--- src/rtl/gpio_bank_if.sv ---
// j1a I/O bus as seen by one peripheral bank: select, strobes, register
// index, write data from the CPU and combinational read data back to it.
interface gpio_bank_if;
    logic        cs;
    logic        io_wr;
    logic        io_rd;
    logic [3:0]  reg_sel;
    logic [15:0] dout;
    logic [15:0] din;

    // CPU side drives the request and samples din; the bank does the reverse.
    modport master (output cs, output io_wr, output io_rd, output reg_sel,
                    output dout, input din);
    modport slave  (input cs, input io_wr, input io_rd, input reg_sel,
                    input dout, output din);
endinterface

--- src/rtl/gpio_bank.sv ---
// Parametrised GPIO bank: OUT/DIR registers with set/clear/toggle writes, a
// 2-flop input synchroniser, optional per-channel debounce, edge capture, level irq.
module gpio_bank #(
    parameter int WIDTH      = 8,
    parameter int DEB_CYCLES = 0,
    parameter int CNT_W      = 8
) (
    input  logic             clk,
    input  logic             resetq,
    gpio_bank_if.slave       bus,
    input  logic [WIDTH-1:0] pin_in,
    output logic [WIDTH-1:0] pin_out,
    output logic [WIDTH-1:0] pin_oe,
    output logic             irq
);

    localparam logic [3:0] R_OUT     = 4'd0;
    localparam logic [3:0] R_DIR     = 4'd1;
    localparam logic [3:0] R_IN      = 4'd2;
    localparam logic [3:0] R_SET     = 4'd3;
    localparam logic [3:0] R_CLR     = 4'd4;
    localparam logic [3:0] R_TGL     = 4'd5;
    localparam logic [3:0] R_RISE_EN = 4'd6;
    localparam logic [3:0] R_FALL_EN = 4'd7;
    localparam logic [3:0] R_EVENT   = 4'd8;
    localparam logic [3:0] R_PINOUT  = 4'd9;

    logic             wr_en;
    logic [WIDTH-1:0] wdata;

    logic [WIDTH-1:0] out_q, out_d;
    logic [WIDTH-1:0] dir_q, dir_d;
    logic [WIDTH-1:0] rise_en_q, rise_en_d;
    logic [WIDTH-1:0] fall_en_q, fall_en_d;
    logic [WIDTH-1:0] event_q, event_d;
    logic [WIDTH-1:0] s1_q, s1_d;
    logic [WIDTH-1:0] s2_q, s2_d;
    logic [WIDTH-1:0] filt_q, filt_d;
    logic [WIDTH-1:0] prev_q, prev_d;
    logic             irq_q, irq_d;

    logic [WIDTH-1:0] w1c;
    logic [WIDTH-1:0] rise;
    logic [WIDTH-1:0] fall;
    logic [WIDTH-1:0] rd_val;

    // io_rd carries no side effects and dout may be wider than the bank.
    logic unused_bus;
    assign unused_bus = ^{bus.io_rd, bus.dout};

    assign wr_en = bus.cs & bus.io_wr;
    assign wdata = bus.dout[WIDTH-1:0];

    // Register file writes, including the atomic read-modify-write aliases.
    always_comb begin
        out_d     = out_q;
        dir_d     = dir_q;
        rise_en_d = rise_en_q;
        fall_en_d = fall_en_q;
        if (wr_en) begin
            case (bus.reg_sel)
                R_OUT:     out_d     = wdata;
                R_DIR:     dir_d     = wdata;
                R_SET:     out_d     = out_q | wdata;
                R_CLR:     out_d     = out_q & ~wdata;
                R_TGL:     out_d     = out_q ^ wdata;
                R_RISE_EN: rise_en_d = wdata;
                R_FALL_EN: fall_en_d = wdata;
                default:   ;
            endcase
        end
    end

    // Input path and edge capture; a fresh edge beats a same-cycle W1C.
    always_comb begin
        s1_d    = pin_in;
        s2_d    = s1_q;
        prev_d  = filt_q;
        w1c     = (wr_en && bus.reg_sel == R_EVENT) ? wdata : '0;
        rise    = filt_q & ~prev_q & rise_en_q;
        fall    = ~filt_q & prev_q & fall_en_q;
        event_d = (event_q & ~w1c) | rise | fall;
        irq_d   = |event_q;
    end

    generate
        if (DEB_CYCLES == 0) begin : g_no_deb
            assign filt_d = s2_q;
        end else begin : g_deb
            localparam logic [CNT_W-1:0] CNT_LAST = CNT_W'(DEB_CYCLES - 1);

            logic [CNT_W-1:0] cnt_q [WIDTH];
            logic [CNT_W-1:0] cnt_d [WIDTH];

            // A channel must disagree with filt for DEB_CYCLES straight cycles.
            always_comb begin
                filt_d = filt_q;
                for (int i = 0; i < WIDTH; i++) begin
                    cnt_d[i] = '0;
                    if (s2_q[i] != filt_q[i]) begin
                        if (cnt_q[i] == CNT_LAST) begin
                            filt_d[i] = s2_q[i];
                        end else begin
                            cnt_d[i] = cnt_q[i] + 1'b1;
                        end
                    end
                end
            end

            always_ff @(posedge clk or negedge resetq) begin
                if (!resetq) begin
                    for (int i = 0; i < WIDTH; i++) cnt_q[i] <= '0;
                end else begin
                    for (int i = 0; i < WIDTH; i++) cnt_q[i] <= cnt_d[i];
                end
            end
        end
    endgenerate

    always_ff @(posedge clk or negedge resetq) begin
        if (!resetq) begin
            out_q     <= '0;
            dir_q     <= '0;
            rise_en_q <= '0;
            fall_en_q <= '0;
            event_q   <= '0;
            s1_q      <= '0;
            s2_q      <= '0;
            filt_q    <= '0;
            prev_q    <= '0;
            irq_q     <= 1'b0;
        end else begin
            out_q     <= out_d;
            dir_q     <= dir_d;
            rise_en_q <= rise_en_d;
            fall_en_q <= fall_en_d;
            event_q   <= event_d;
            s1_q      <= s1_d;
            s2_q      <= s2_d;
            filt_q    <= filt_d;
            prev_q    <= prev_d;
            irq_q     <= irq_d;
        end
    end

    // Zero-latency read mux; write-only aliases and unmapped slots read 0.
    always_comb begin
        rd_val = '0;
        case (bus.reg_sel)
            R_OUT:     rd_val = out_q;
            R_DIR:     rd_val = dir_q;
            R_IN:      rd_val = filt_q;
            R_RISE_EN: rd_val = rise_en_q;
            R_FALL_EN: rd_val = fall_en_q;
            R_EVENT:   rd_val = event_q;
            R_PINOUT:  rd_val = out_q & dir_q;
            default:   rd_val = '0;
        endcase
    end

    assign bus.din = bus.cs ? 16'(rd_val) : 16'h0000;
    assign pin_out = out_q;
    assign pin_oe  = dir_q;
    assign irq     = irq_q;

endmodule

--- src/flat_wrapper.sv ---
// flat-port wrapper written by rule: the top's interface ports become plain ports
module gpio_bank_flat 
#(
    parameter int WIDTH      = 8,
    parameter int DEB_CYCLES = 0,
    parameter int CNT_W      = 8
)
  (clk, resetq, pin_in, pin_out, pin_oe, irq, bus_cs, bus_io_wr, bus_io_rd, bus_reg_sel, bus_dout, bus_din);
  gpio_bank_if bus_i ();
  input  logic clk;
  input  logic resetq;
  input  logic [WIDTH-1:0] pin_in;
  output logic [WIDTH-1:0] pin_out;
  output logic [WIDTH-1:0] pin_oe;
  output logic irq;
  input wire logic [$bits(bus_i.cs)-1:0] bus_cs;
  input wire logic [$bits(bus_i.io_wr)-1:0] bus_io_wr;
  input wire logic [$bits(bus_i.io_rd)-1:0] bus_io_rd;
  input wire logic [$bits(bus_i.reg_sel)-1:0] bus_reg_sel;
  input wire logic [$bits(bus_i.dout)-1:0] bus_dout;
  output wire logic [$bits(bus_i.din)-1:0] bus_din;
  assign bus_i.cs = bus_cs;
  assign bus_i.io_wr = bus_io_wr;
  assign bus_i.io_rd = bus_io_rd;
  assign bus_i.reg_sel = bus_reg_sel;
  assign bus_i.dout = bus_dout;
  assign bus_din = bus_i.din;
  gpio_bank #(.WIDTH(WIDTH), .DEB_CYCLES(DEB_CYCLES), .CNT_W(CNT_W)) u_core (.clk(clk), .resetq(resetq), .bus(bus_i), .pin_in(pin_in), .pin_out(pin_out), .pin_oe(pin_oe), .irq(irq));
endmodule
--- config.mk ---
export PLATFORM = sky130hd
export DESIGN_NAME = gpio_bank_flat
export DESIGN_NICKNAME = d
export VERILOG_FILES = /design/src/rtl/gpio_bank_if.sv /design/src/rtl/gpio_bank.sv /design/src/flat_wrapper.sv
export SDC_FILE = /design/constraint.sdc
export NUM_CORES = 1
export LEC_CHECK = 0
export ABC_AREA = 1
export ABC_CLOCK_PERIOD_IN_PS = 2600
export BUFFER_PORTS_ARGS = -buffer_cell sky130_fd_sc_hd__buf_2
export CELL_PAD_IN_SITES_DETAIL_PLACEMENT = 0
export CELL_PAD_IN_SITES_GLOBAL_PLACEMENT = 1
export CORE_MARGIN = 1
export CORE_UTILIZATION = 35
export CTS_CLUSTER_DIAMETER = 60
export CTS_CLUSTER_SIZE = 30
export DETAILED_ROUTE_END_ITERATION = 10
export PLACE_DENSITY_LB_ADDON = 0.1
export RECOVER_POWER = 25
export SLEW_MARGIN = 20
export SYNTH_ARGS = -nofsm -noshare
export SYNTH_HDL_FRONTEND = slang
export SYNTH_SLANG_ARGS = --single-unit
--- constraint.sdc ---
create_clock -name clk -period 2.6 [get_ports clk]
set_input_delay 0.26 -clock clk [delete_from_list [all_inputs] [get_ports clk]]
set_output_delay 0.26 -clock clk [all_outputs]
set_load 0.1 [all_outputs]
==> flow_summary_export.csv <==
group,metric,value,unit
placement,gp_congestion,0.8100,
logic_synthesis,seq_area_frac_synth,48.50,%
clock_network,post-cts-setup-buffer-count,0,
logic_synthesis,yosys-top-cells-area,"dfrtp_1, nand3_1, nand2_1",
routing,postRouteAntennaNets,0,
logic_synthesis,synth_xor_xnor_area_share,0,%
logic_synthesis,synth_top_family_by_area,"simple AND/OR/NAND/NOR gates",
cells_and_area,area_growth,16.68,%
logic_synthesis,netlist_area,3766,sq um
placement,hpwl_after_dpl,7.087,mm
logic_synthesis,yosysWarningCount,0,
status,failed_checks,"capacitance limit, slew limit",
floorplan,dieWidth,105.7,um
sta,final-setup-viol-count,0,
logic_synthesis,yosys.area_share.simple,33.72,%
routing,drc,0,
routing,detailedRoute.firstIterationViolations,127,
power,max-vdd-ir-drop,0.3410,mV
cells_and_area,num-nets-final,558,
sta,fin_hold_ws,0.03274,ns
clock_network,cts_num_sinks,73,
flow_run,max-cap-violations,1,
global_route,grt_overflow_total,0,
power,power.share.sequential,42.2,%
sta,timing.slew.headroom,-24.42,%
setup_path,worstSetupEndpointType,"output port",
logic_synthesis,netlist-cell-type-count,22,
routing,routed-via-count,3207,
routing,post_drt_wl_per_cell,15.31,um
cells_and_area,drive_gt1_share,19.46,%
sta,finalHoldViolations,0,
clock_network,cts_tree,"done",
global_route,grt_antenna_before_repair,0,
floorplan,floorplan.initialDensity,36.32,%
logic_synthesis,synth_adder_area_share,5.316,%
sta,final.period_utilization,79.73,%
routing,wl,9.950,mm
floorplan,die_height,105.7,um
status,run_status,"complete, but fails checks",
hold_path,worst_hold_path.num_cells,1,
sta,rsz_0062_raised_after_global_routing,"no",
power,intPower,1.947,mW
clock_network,ctsLongestPathBuffers,2,
power,pwr-share-clk,28.8,%
setup_path,worstPathArrival,1.81,ns
global_route,first_global_vias,3208,
global_route,grt_pass1_wl,16.55,mm
hold_path,hp-class,"in2reg",
setup_path,worst_ep_required_time,2.34,ns
clock_network,tritoncts.num_buffers,9,
power,static-leakage-power,2.166,nW
logic_synthesis,top_area_cell_type_share_of_the_netlist_area,48.50,%
logic_synthesis,number_of_synthesized_flops_with_an_enable_pin,0,
logic_synthesis,yosys.area.top_type,"dfrtp_1",
power,power_density,760.3,nW/um^2
logic_synthesis,async_reset_ff_share,100.0,%
setup_path,timing_worst_setup_path_type,"in2out",
setup_path,path_max_fanout,13,
clock_network,worst_setup_hold_path_clk_slew,0.08,ns
sta,timing_max_transition_violations_final,74,
clock_network,cts_root_buffer,"clkbuf_8",
floorplan,floorplan.rows,37,
routing,first_drt_pass_iteration_count,5,
sta,tightest_slew,1.866,ns
placement,io_buf_count,48,
power,p_switching,1.394,mW
sta,fin_skew,0.01049,ns
power,combinationalPowerShare,28.9,%
logic_synthesis,synth.top_cells.by_count,"nand2_1, nand3_1, dfrtp_1",
logic_synthesis,cells_after_synthesis,455,
sta,final.setup.tns,0,ns
logic_synthesis,synth.mux.area_fraction,0,%
logic_synthesis,flop_and_latch_count_out_of_synthesis,73,
logic_synthesis,synth-compound-area-share,4.252,%
routing,vias_per_cell,4.934,
cells_and_area,antennaDiodeCount,0,
setup_path,worstSetupStartpointType,"input pin",
sta,final.min_clock_period,2.073,ns
floorplan,die-area,11180,sq um
sta,fmaxAchievable,482.4,MHz
global_route,grt_start_max_net_pins,74,
cells_and_area,fillCellCount,1081,
logic_synthesis,primary_flip_flop_cell_chosen_by_synthesis_mapping,"dfrtp_1",
clock_network,cts_max_level,3,
floorplan,core-area,10370,sq um
clock_network,clock_latency,0.35,ns
floorplan,ios,66,
logic_synthesis,synth.most_common_cell,"nand2_1",
power,share_of_total_power_consumed_by_net_switching,41.71,%
logic_synthesis,syn_area_per_cell,8.277,sq um
global_route,grtUsageTotal,19.47,%
setup_path,r2r_cells,6,
## flip-flops by register name, summed over array words and instances (netlist names)
name / count
u_core.event_q: 8
u_core.fall_en_q: 8
u_core.filt_d: 8
u_core.filt_q: 8
u_core.irq: 1
u_core.pin_oe: 8
u_core.pin_out: 8
u_core.prev_q: 8
u_core.rise_en_q: 8
u_core.s1_q: 8
## path summary, 6_finish.rpt
check,from,slack [ns],endpoint
hold reg to reg,u_core.filt_d[6]$_DFF_PN0_,0.35,u_core.filt_q[6]$_DFF_PN0_
setup / recovery,bus_reg_sel[3],0.53,bus_din[0]
max in group asynchronous,resetq,1.08,u_core.event_q[3]$_DFF_PN0_
setup reg to reg,u_core.pin_out[4]$_DFFE_PN0P_,1.37,u_core.pin_out[4]$_DFFE_PN0P_
hold / removal,pin_in[1],0.03,u_core.s1_q[1]$_DFF_PN0_
min in group asynchronous,resetq,0.42,u_core.filt_q[0]$_DFF_PN0_
## logic make-up (layout without fill, tap and decap cells)
| logic type | after synthesis | in the layout |
|---|---|---|
| fa+ha+maj | 16 | 16 |
| other cells | 1 | 8 |
| buf+inv | 63 | 115 |
| flops | 73 | 73 |
| simple gates | 270 | 270 |
| compound gates | 32 | 32 |
## power by group through the flow
stage / clock (mW) / combinational [mW] / sequential (mW)
final: 0.963 / 0.967 / 1.41
after global routing: 1.05 / 1.05 / 1.43
after CTS: 0.999 / 0.976 / 1.41
after detailed placement: 0 / 0.966 / 1.44
after global placement: 0 / 0.957 / 1.43
after floorplan: 0 / 0.391 / 1.80
## placed cells by master (no fill, tap or decap), drive strengths merged
master	count
nand3	85
nor2	55
ha	16
nand4	8
nand3b	8
o21ai	24
buf	52
bufinv	1
conb	8
dfrtp	73
a21oi	8
dlygate4sd3	7
nor4	2
nand2	112
clkbuf	11
inv	40
clkinv	4
## routing by layer
| metal | part of all wire, % | global-route usage [%] | up-vias |
|---|---|---|---|
| li1 | - | - | 1565 |
| met1 | 46 | 25.35 | 1560 |
| met2 | 49 | 32.54 | 71 |
| met3 | 3.5 | 2.845 | 11 |
| met4 | 1.8 | 7.639 | 0 |
| met5 | 0 | 0 | - |
## area by class of cell
| class | count | area, sq um | area share (%) |
|---|---|---|---|
| repair buffers | 60 | 347.8 | 7.916 |
| well taps | 136 | 170.2 | 3.872 |
| clock buffers | 10 | 137.6 | 3.132 |
| multi-input cells | 326 | 1690 | 38.47 |
| flip-flops and latches | 73 | 1827 | 41.57 |
| clock inverters | 6 | 73.82 | 1.680 |
| inverters | 39 | 147.6 | 3.360 |
## critical path, cell delays in order
cell	delay [ns]
buf_2	0.14
nor2_4	0.32
buf_4	0.27
nand3_1	0.10
nand2_1	0.10
nor2_1	0.05
a21oi_2	0.12
buf_2	0.44
## through the flow
step	instance area (sq um)	setup WS, ns	power, mW	utilization, %	cells
final	4394	0.5270	3.341	42.37	650
after global routing	4394	0.4192	3.524	42.37	650
after CTS	4397	0.5028	3.388	42.40	650
after detailed placement	4115	0.5045	2.402	39.68	627
after global placement	4115	0.5342	2.390	39.68	627
after floorplan	3822	0.1445	2.188	-	462
## repair_timing
item | 4_1_cts | 5_1_grt
hold buffers | 7 | 0
resized for setup | 0 | 0
hold endpoints to repair | 7 | 0
Power figures use the tool's default switching activity.
